## config.mk

```make
export PLATFORM = sky130hd
export DESIGN_NAME = button_debouncer
export DESIGN_NICKNAME = d
export VERILOG_FILES = /design/src/rtl/debounce_pkg.sv /design/src/rtl/debounce_cell.sv /design/src/rtl/button_debouncer.sv
export SDC_FILE = /design/constraint.sdc
export NUM_CORES = 1
export LEC_CHECK = 0
export ABC_AREA = 1
export CAP_MARGIN = 10
export CORE_UTILIZATION = 40
export CTS_CLUSTER_SIZE = 20
export DETAILED_ROUTE_END_ITERATION = 7
export GPL_ROUTABILITY_DRIVEN = 0
export PLACE_DENSITY_LB_ADDON = 0.08
export SLEW_MARGIN = 40
export SYNTH_ARGS = -nofsm -noshare
export SYNTH_HDL_FRONTEND = slang
export SYNTH_HIERARCHICAL = 1
export SYNTH_SLANG_ARGS = --single-unit
```

## constraint.sdc

```tcl
create_clock -name clk -period 1.4 [get_ports clk]
set_input_delay 0.21 -clock clk [delete_from_list [all_inputs] [get_ports clk]]
set_output_delay 0.21 -clock clk [all_outputs]
set_load 0.1 [all_outputs]
```

## src/rtl/debounce_pkg.sv

```systemverilog
// Shared definitions for the push-button debouncer: per-channel FSM state
// encoding, counter widths and default timing parameters.
package debounce_pkg;

   // Two-bit per-channel debounce state.
   typedef enum logic [1:0] {
      ST_IDLE      = 2'd0,
      ST_CHK_PRESS = 2'd1,
      ST_HELD      = 2'd2,
      ST_CHK_REL   = 2'd3
   } db_state_t;

   localparam int STAB_CNT_W       = 8;
   localparam int LONG_CNT_W       = 16;
   localparam int DEF_STABLE_TICKS = 4;
   localparam int DEF_LONG_TICKS   = 256;

   // True when a tick parameter lies inside 1..max_val.
   function automatic logic ticks_in_range(input int val, input int max_val);
      return (val >= 1) && (val <= max_val);
   endfunction

endpackage

```

## src/rtl/debounce_cell.sv

```systemverilog
// One debounce channel: 2-flop synchronizer, press/release FSM with a
// saturating stability counter and, when BUTTON_DEBOUNCER_LONG_PRESS_EN is
// defined, a saturating long-press hold counter.
module debounce_cell
   import debounce_pkg::*;
#(
   parameter int STABLE_TICKS = DEF_STABLE_TICKS,
   parameter int LONG_TICKS   = DEF_LONG_TICKS
) (
   input  logic clk,
   input  logic rst,
   input  logic tick,
   input  logic btn_raw,
   output logic btn_level,
   output logic btn_press,
   output logic btn_release,
   output logic btn_long
);

   localparam logic [STAB_CNT_W-1:0] STABLE_LAST = STAB_CNT_W'(STABLE_TICKS - 1);

   // Out-of-range timing parameters are rejected at elaboration.
   if (!ticks_in_range(STABLE_TICKS, 255) || !ticks_in_range(LONG_TICKS, 65535)) begin : g_bad_param
      $error("debounce_cell: STABLE_TICKS or LONG_TICKS out of range");
   end

   logic [1:0]            sync_r;
   logic                  sync_s;
   db_state_t             state_r;
   logic [STAB_CNT_W-1:0] cnt_r;
   logic                  level_r;
   logic                  press_r;
   logic                  release_r;

   assign sync_s = sync_r[1];

   // Synchronizer, debounce FSM, stability counter and registered outputs.
   always_ff @(posedge clk) begin
      if (!rst) begin
         sync_r    <= 2'b00;
         state_r   <= ST_IDLE;
         cnt_r     <= '0;
         level_r   <= 1'b0;
         press_r   <= 1'b0;
         release_r <= 1'b0;
      end else begin
         sync_r    <= {sync_r[0], btn_raw};
         press_r   <= 1'b0;
         release_r <= 1'b0;
         case (state_r)
            ST_IDLE: begin
               if (sync_s) begin
                  state_r <= ST_CHK_PRESS;
                  cnt_r   <= '0;
               end else begin
                  cnt_r   <= '0;
               end
            end
            ST_CHK_PRESS: begin
               if (!sync_s) begin
                  state_r <= ST_IDLE;
                  cnt_r   <= '0;
               end else if (tick) begin
                  if (cnt_r >= STABLE_LAST) begin
                     state_r <= ST_HELD;
                     cnt_r   <= '0;
                     level_r <= 1'b1;
                     press_r <= 1'b1;
                  end else if (cnt_r != {STAB_CNT_W{1'b1}}) begin
                     cnt_r   <= cnt_r + 8'd1;
                  end else begin
                     cnt_r   <= cnt_r;
                  end
               end else begin
                  cnt_r   <= cnt_r;
               end
            end
            ST_HELD: begin
               if (!sync_s) begin
                  state_r <= ST_CHK_REL;
                  cnt_r   <= '0;
               end else begin
                  cnt_r   <= '0;
               end
            end
            ST_CHK_REL: begin
               if (sync_s) begin
                  state_r <= ST_HELD;
                  cnt_r   <= '0;
               end else if (tick) begin
                  if (cnt_r >= STABLE_LAST) begin
                     state_r   <= ST_IDLE;
                     cnt_r     <= '0;
                     level_r   <= 1'b0;
                     release_r <= 1'b1;
                  end else if (cnt_r != {STAB_CNT_W{1'b1}}) begin
                     cnt_r     <= cnt_r + 8'd1;
                  end else begin
                     cnt_r     <= cnt_r;
                  end
               end else begin
                  cnt_r   <= cnt_r;
               end
            end
            default: begin
               state_r <= ST_IDLE;
               cnt_r   <= '0;
               level_r <= 1'b0;
            end
         endcase
      end
   end

   assign btn_level   = level_r;
   assign btn_press   = press_r;
   assign btn_release = release_r;

`ifdef BUTTON_DEBOUNCER_LONG_PRESS_EN
   localparam logic [LONG_CNT_W-1:0] LONG_LIMIT = LONG_CNT_W'(LONG_TICKS);
   localparam logic [LONG_CNT_W-1:0] LONG_LAST  = LONG_CNT_W'(LONG_TICKS - 1);

   logic [LONG_CNT_W-1:0] long_cnt_r;
   logic                  long_r;

   // Hold-time counter: counts ticks while the level is high, saturates at
   // LONG_TICKS so the long pulse fires once per hold, clears when released.
   always_ff @(posedge clk) begin
      if (!rst) begin
         long_cnt_r <= '0;
         long_r     <= 1'b0;
      end else begin
         long_r <= 1'b0;
         if ((state_r == ST_HELD) || (state_r == ST_CHK_REL)) begin
            if (tick && (long_cnt_r < LONG_LIMIT)) begin
               long_cnt_r <= long_cnt_r + 16'd1;
               long_r     <= (long_cnt_r == LONG_LAST);
            end else begin
               long_cnt_r <= long_cnt_r;
            end
         end else begin
            long_cnt_r <= '0;
         end
      end
   end

   assign btn_long = long_r;
`else
   assign btn_long = 1'b0;
`endif

endmodule

```

## src/rtl/button_debouncer.sv

```systemverilog
// Multi-channel push-button debouncer: NBTN independent debounce_cell
// channels sharing one clock, reset and sample tick.
// Optional feature macro: BUTTON_DEBOUNCER_LONG_PRESS_EN (long-press pulses).
module button_debouncer
   import debounce_pkg::*;
#(
   parameter int NBTN         = 5,
   parameter int STABLE_TICKS = DEF_STABLE_TICKS,
   parameter int LONG_TICKS   = DEF_LONG_TICKS
) (
   input  logic            clk,
   input  logic            rst,
   input  logic            tick,
   input  logic [NBTN-1:0] btn_in,
   output logic [NBTN-1:0] btn_level,
   output logic [NBTN-1:0] btn_press,
   output logic [NBTN-1:0] btn_release,
   output logic [NBTN-1:0] btn_long
);

   for (genvar gi = 0; gi < NBTN; gi++) begin : g_chan
      debounce_cell #(
         .STABLE_TICKS (STABLE_TICKS),
         .LONG_TICKS   (LONG_TICKS)
      ) u_cell (
         .clk         (clk),
         .rst         (rst),
         .tick        (tick),
         .btn_raw     (btn_in[gi]),
         .btn_level   (btn_level[gi]),
         .btn_press   (btn_press[gi]),
         .btn_release (btn_release[gi]),
         .btn_long    (btn_long[gi])
      );
   end

endmodule

```

==> flow_summary.yaml <==
status:
  status: "completed"
power_and_ir_drop:
  powerDensity_nw_per_um2: 1030
  swShare: 0.2240
  power_leakage_nw: 1.855
  p_comb_frac: 0.057
  internal_power_w: 0.003328
  clkPwrFrac: 0.435
  peakVddDrop_mv: 0.6580
  pwr-share-seq: 0.507
  p_switching_w: 0.0009604
sta:
  layout_min_cycle_time_ns: 1.296
  period_share: 0.9254
  finalHoldViolations: 0
  setup_viol: 0
  rsz0062_at_grt: "false"
  max_freq_ghz: 0.7719
  slew_violations: 0
  skew_ns: 0.007835
  postLayoutSetupSlackWorst_ns: 0.1045
clock_network:
  cts.path.max_buffers: 2
  h-tree-depth: 3
  path_clk_slew_ns: 0.08
  cts_tree: "done"
  cts-hold-fix-buffers: 0
  insertion_delay_ns: 0.33
  root_buffer: "clkbuf_8"
  cts_made_buffers: 9
  cts_sinks: 75
place:
  dpl_cell_area_um2: 3923
  port_buffers: 22
  place_ws_ns: -0.09629
  dpl.hpwl_um: 4266
  dp_cells: 597
floorplanning:
  die_w_um: 93.78
  core_um2: 8175
  fp-row-count: 33
  dieHeight_um: 93.78
  dieArea_um2: 8795
  initial_utilization: 0.4122
  io_pins: 28
global_route:
  antenna_found_initial: 0
  gr-total-overflow: 0
  grt_pass1_wl_um: 10710
  grt_start_max_net_pins: 41
  track_usage: 0.1526
  grt_pass1_vias: 2540
route:
  wl_um: 6029
  drcViolationCount: 0
  detail_route.wl_per_cell_um: 9.819
  via_per_inst: 4.624
  first_pass_iters: 4
  drtIter0Drc: 100
  dr_total_vias: 2839
  drtAntennaViolNets: 0
setup_path:
  critical_path_buf_inv_count: 1
  r2r-start: "g_chan[4].u_cell/cnt_r[0]"
  path_common_cell: "nand2_1"
  r2r-end: "g_chan[4].u_cell/cnt_r[1]"
  cp_num_cells: 8
  max_stage_delay_ns: 0.33
  crit_arrival_ns: 1.52
  critPathSlowestCell: "dfxtp_1"
  reg2reg_slack_ns: 0.10
  crit_required_ns: 1.63
  cp_top_family: "simple AND/OR/NAND/NOR gates"
  path_class: "flip-flop to flip-flop"
  startpoint: "g_chan[4].u_cell/cnt_r[0]"
  cp_max_fo: 3
  cp-end-kind: "flip-flop"
  r2r_cells: 8
  worstPathCellList: "ha_1, inv_2, nor2_1, nand2_1, nand2_1, or2_2, nand2_1, nor2_2"
  crit_path_start_kind: "flip-flop"
  crit_path_end: "g_chan[4].u_cell/cnt_r[1]"
layout:
  drive_gt1_frac: 0.1866
  nFillCells: 806
  area_growth_pct: 23.54
  final_cells: 614
  fin_nets: 517
  stdcell_area_um2: 4163
  diodes: 0
yosys:
  synth_compound_area_frac: 0.05904
  yosysMostFrequentCell: "nand2_1"
  synthTopCellsByArea: "dfxtp_1 (45%), nand2_1 (13%), nor2_1 (7.0%)"
  synth-seq-cells: 75
  synth_edf_count: 0
  synthFlopType: "dfxtp_1"
  synth_fa_ha_area_frac: 0.01857
  ys_async_sr_fraction: 0
  synth_xor_area_frac: 0.01300
  synth_common_cells: "nand2_1 (117), dfxtp_1 (75), nor2_1 (63), inv_1 (53), nand4_1 (29)"
  synth_area_um2: 3369
  syn-instance-count: 469
  seq_area_frac_synth: 0.4456
  synth_top_family_by_area: "simple AND/OR/NAND/NOR gates"
  yosysTopAreaCellShare: 0.4456
  avgSynthCellArea_um2: 7.184
  syn-num-nets: 482
  yosys.area_share.simple: 0.3617
  synth_cell_types: 29
  yosysWarnings: 6
  yosys-mux-area-fraction: 0
  yosysTopAreaCell: "dfxtp_1"
job:
  maxCapViolCount: 0
min_path:
  hold_start: "rst"
  min_path_type: "input pin to flip-flop"
[cell families after synthesis]
group                      after synthesis
and+or+nand+nor                        266
buffers and inverters                   79
DFF                                     75
AOI/OAI and AO/OA                       34
xor gates and xnor gates                 5
adders and majority gates                5
other                                    5
[tightest hold or removal path, delay by kind of cell]
family / cells / cell delay [ns]
simple gates: 1 / 0.08
buf+inv: 3 / 0.31
[layout make-up]
cell class	count	area, um^2	area share
Clock buffer	12	155.1	0.03727
Clock inverter	4	72.57	0.01743
Inverter	65	244.0	0.05861
Multi-Input combinational cell	315	1546	0.3715
Sequential cell	75	1503	0.3610
Tap cell	105	131.4	0.03156
Timing Repair Buffer	38	510.5	0.1226
[timing repair]
action                     CTS  global route
setup endpoints to repair    0            11
setup buffers                0             1
gates resized for setup      0             6
[registers in the layout, indices dropped and copies added (netlist names), named ones only]
| register | flops |
|---|---|
| g_chan.u_cell/btn_level | 5 |
| g_chan.u_cell/cnt_r | 40 |
| g_chan.u_cell/btn_release | 5 |
| g_chan.u_cell/btn_press | 5 |
| g_chan.u_cell/state_r | 5 |
| g_chan.u_cell/sync_r | 10 |
[placed cells by master (no fill, tap or decap), drive strengths merged, types with 5 or more instances in the layout]
cell           instances
nor3                   5
clkbuf                12
inv                   64
clkdlybuf4s50          6
buf                   32
nand3                 22
o21ai                 11
dfxtp                 75
a21oi                 19
nor2                  75
ha                     5
conb                   5
nand4                 29
nand2                128
xor2                   5
[metal layers]
metal / global-route usage / vias up / part of all wire / wire, um
met3: 0.02913 / 5 / 0.025 / 153
li1: - / 1542 / - / -
met1: 0.1975 / 1259 / 0.53 / 3175
met2: 0.2445 / 33 / 0.44 / 2638
met5: 0 / - / 0 / 0
met4: 0.06923 / 0 / 0.010 / 61
[how the worst min path moves through the flow]
stage	cells after the start	slack, ns	to
finish	4	0.31	g_chan[1].u_cell/sync_r[0]
global route	4	0.32	g_chan[1].u_cell/sync_r[1]
CTS	4	0.29	g_chan[1].u_cell/sync_r[0]
detailed placement	2	0.40	g_chan[2].u_cell/sync_r[1]
global placement	2	0.39	g_chan[4].u_cell/sync_r[1]
floorplan	1	0.28	g_chan[1].u_cell/cnt_r[6]
[metrics by stage]
| step | total power, W | setup TNS, ns | utilization | hold slack (ns) |
|---|---|---|---|---|
| finish | 0.004289 | 0 | 0.5092 | 0.3084 |
| global route | 0.004475 | 0 | 0.5092 | 0.3152 |
| CTS | 0.004371 | 0 | 0.5077 | 0.2904 |
| detailed placement | 0.002471 | -1.143 | 0.4798 | 0.4023 |
| global placement | 0.002467 | -0.9238 | 0.4798 | 0.3942 |
| floorplan | 0.002396 | 0 | - | 0.2795 |
[power groups by stage]
| stage | combinational, W | clock, W | sequential, W |
|---|---|---|---|
| after floorplan | 0.000183 | 0 | 0.00221 |
| after global placement | 0.000243 | 0 | 0.00222 |
| after detailed placement | 0.000247 | 0 | 0.00222 |
| after CTS | 0.000248 | 0.00195 | 0.00217 |
| after global routing | 0.000270 | 0.00203 | 0.00218 |
| final | 0.000246 | 0.00187 | 0.00218 |
No activity file was read; power rests on OpenSTA's default activity.
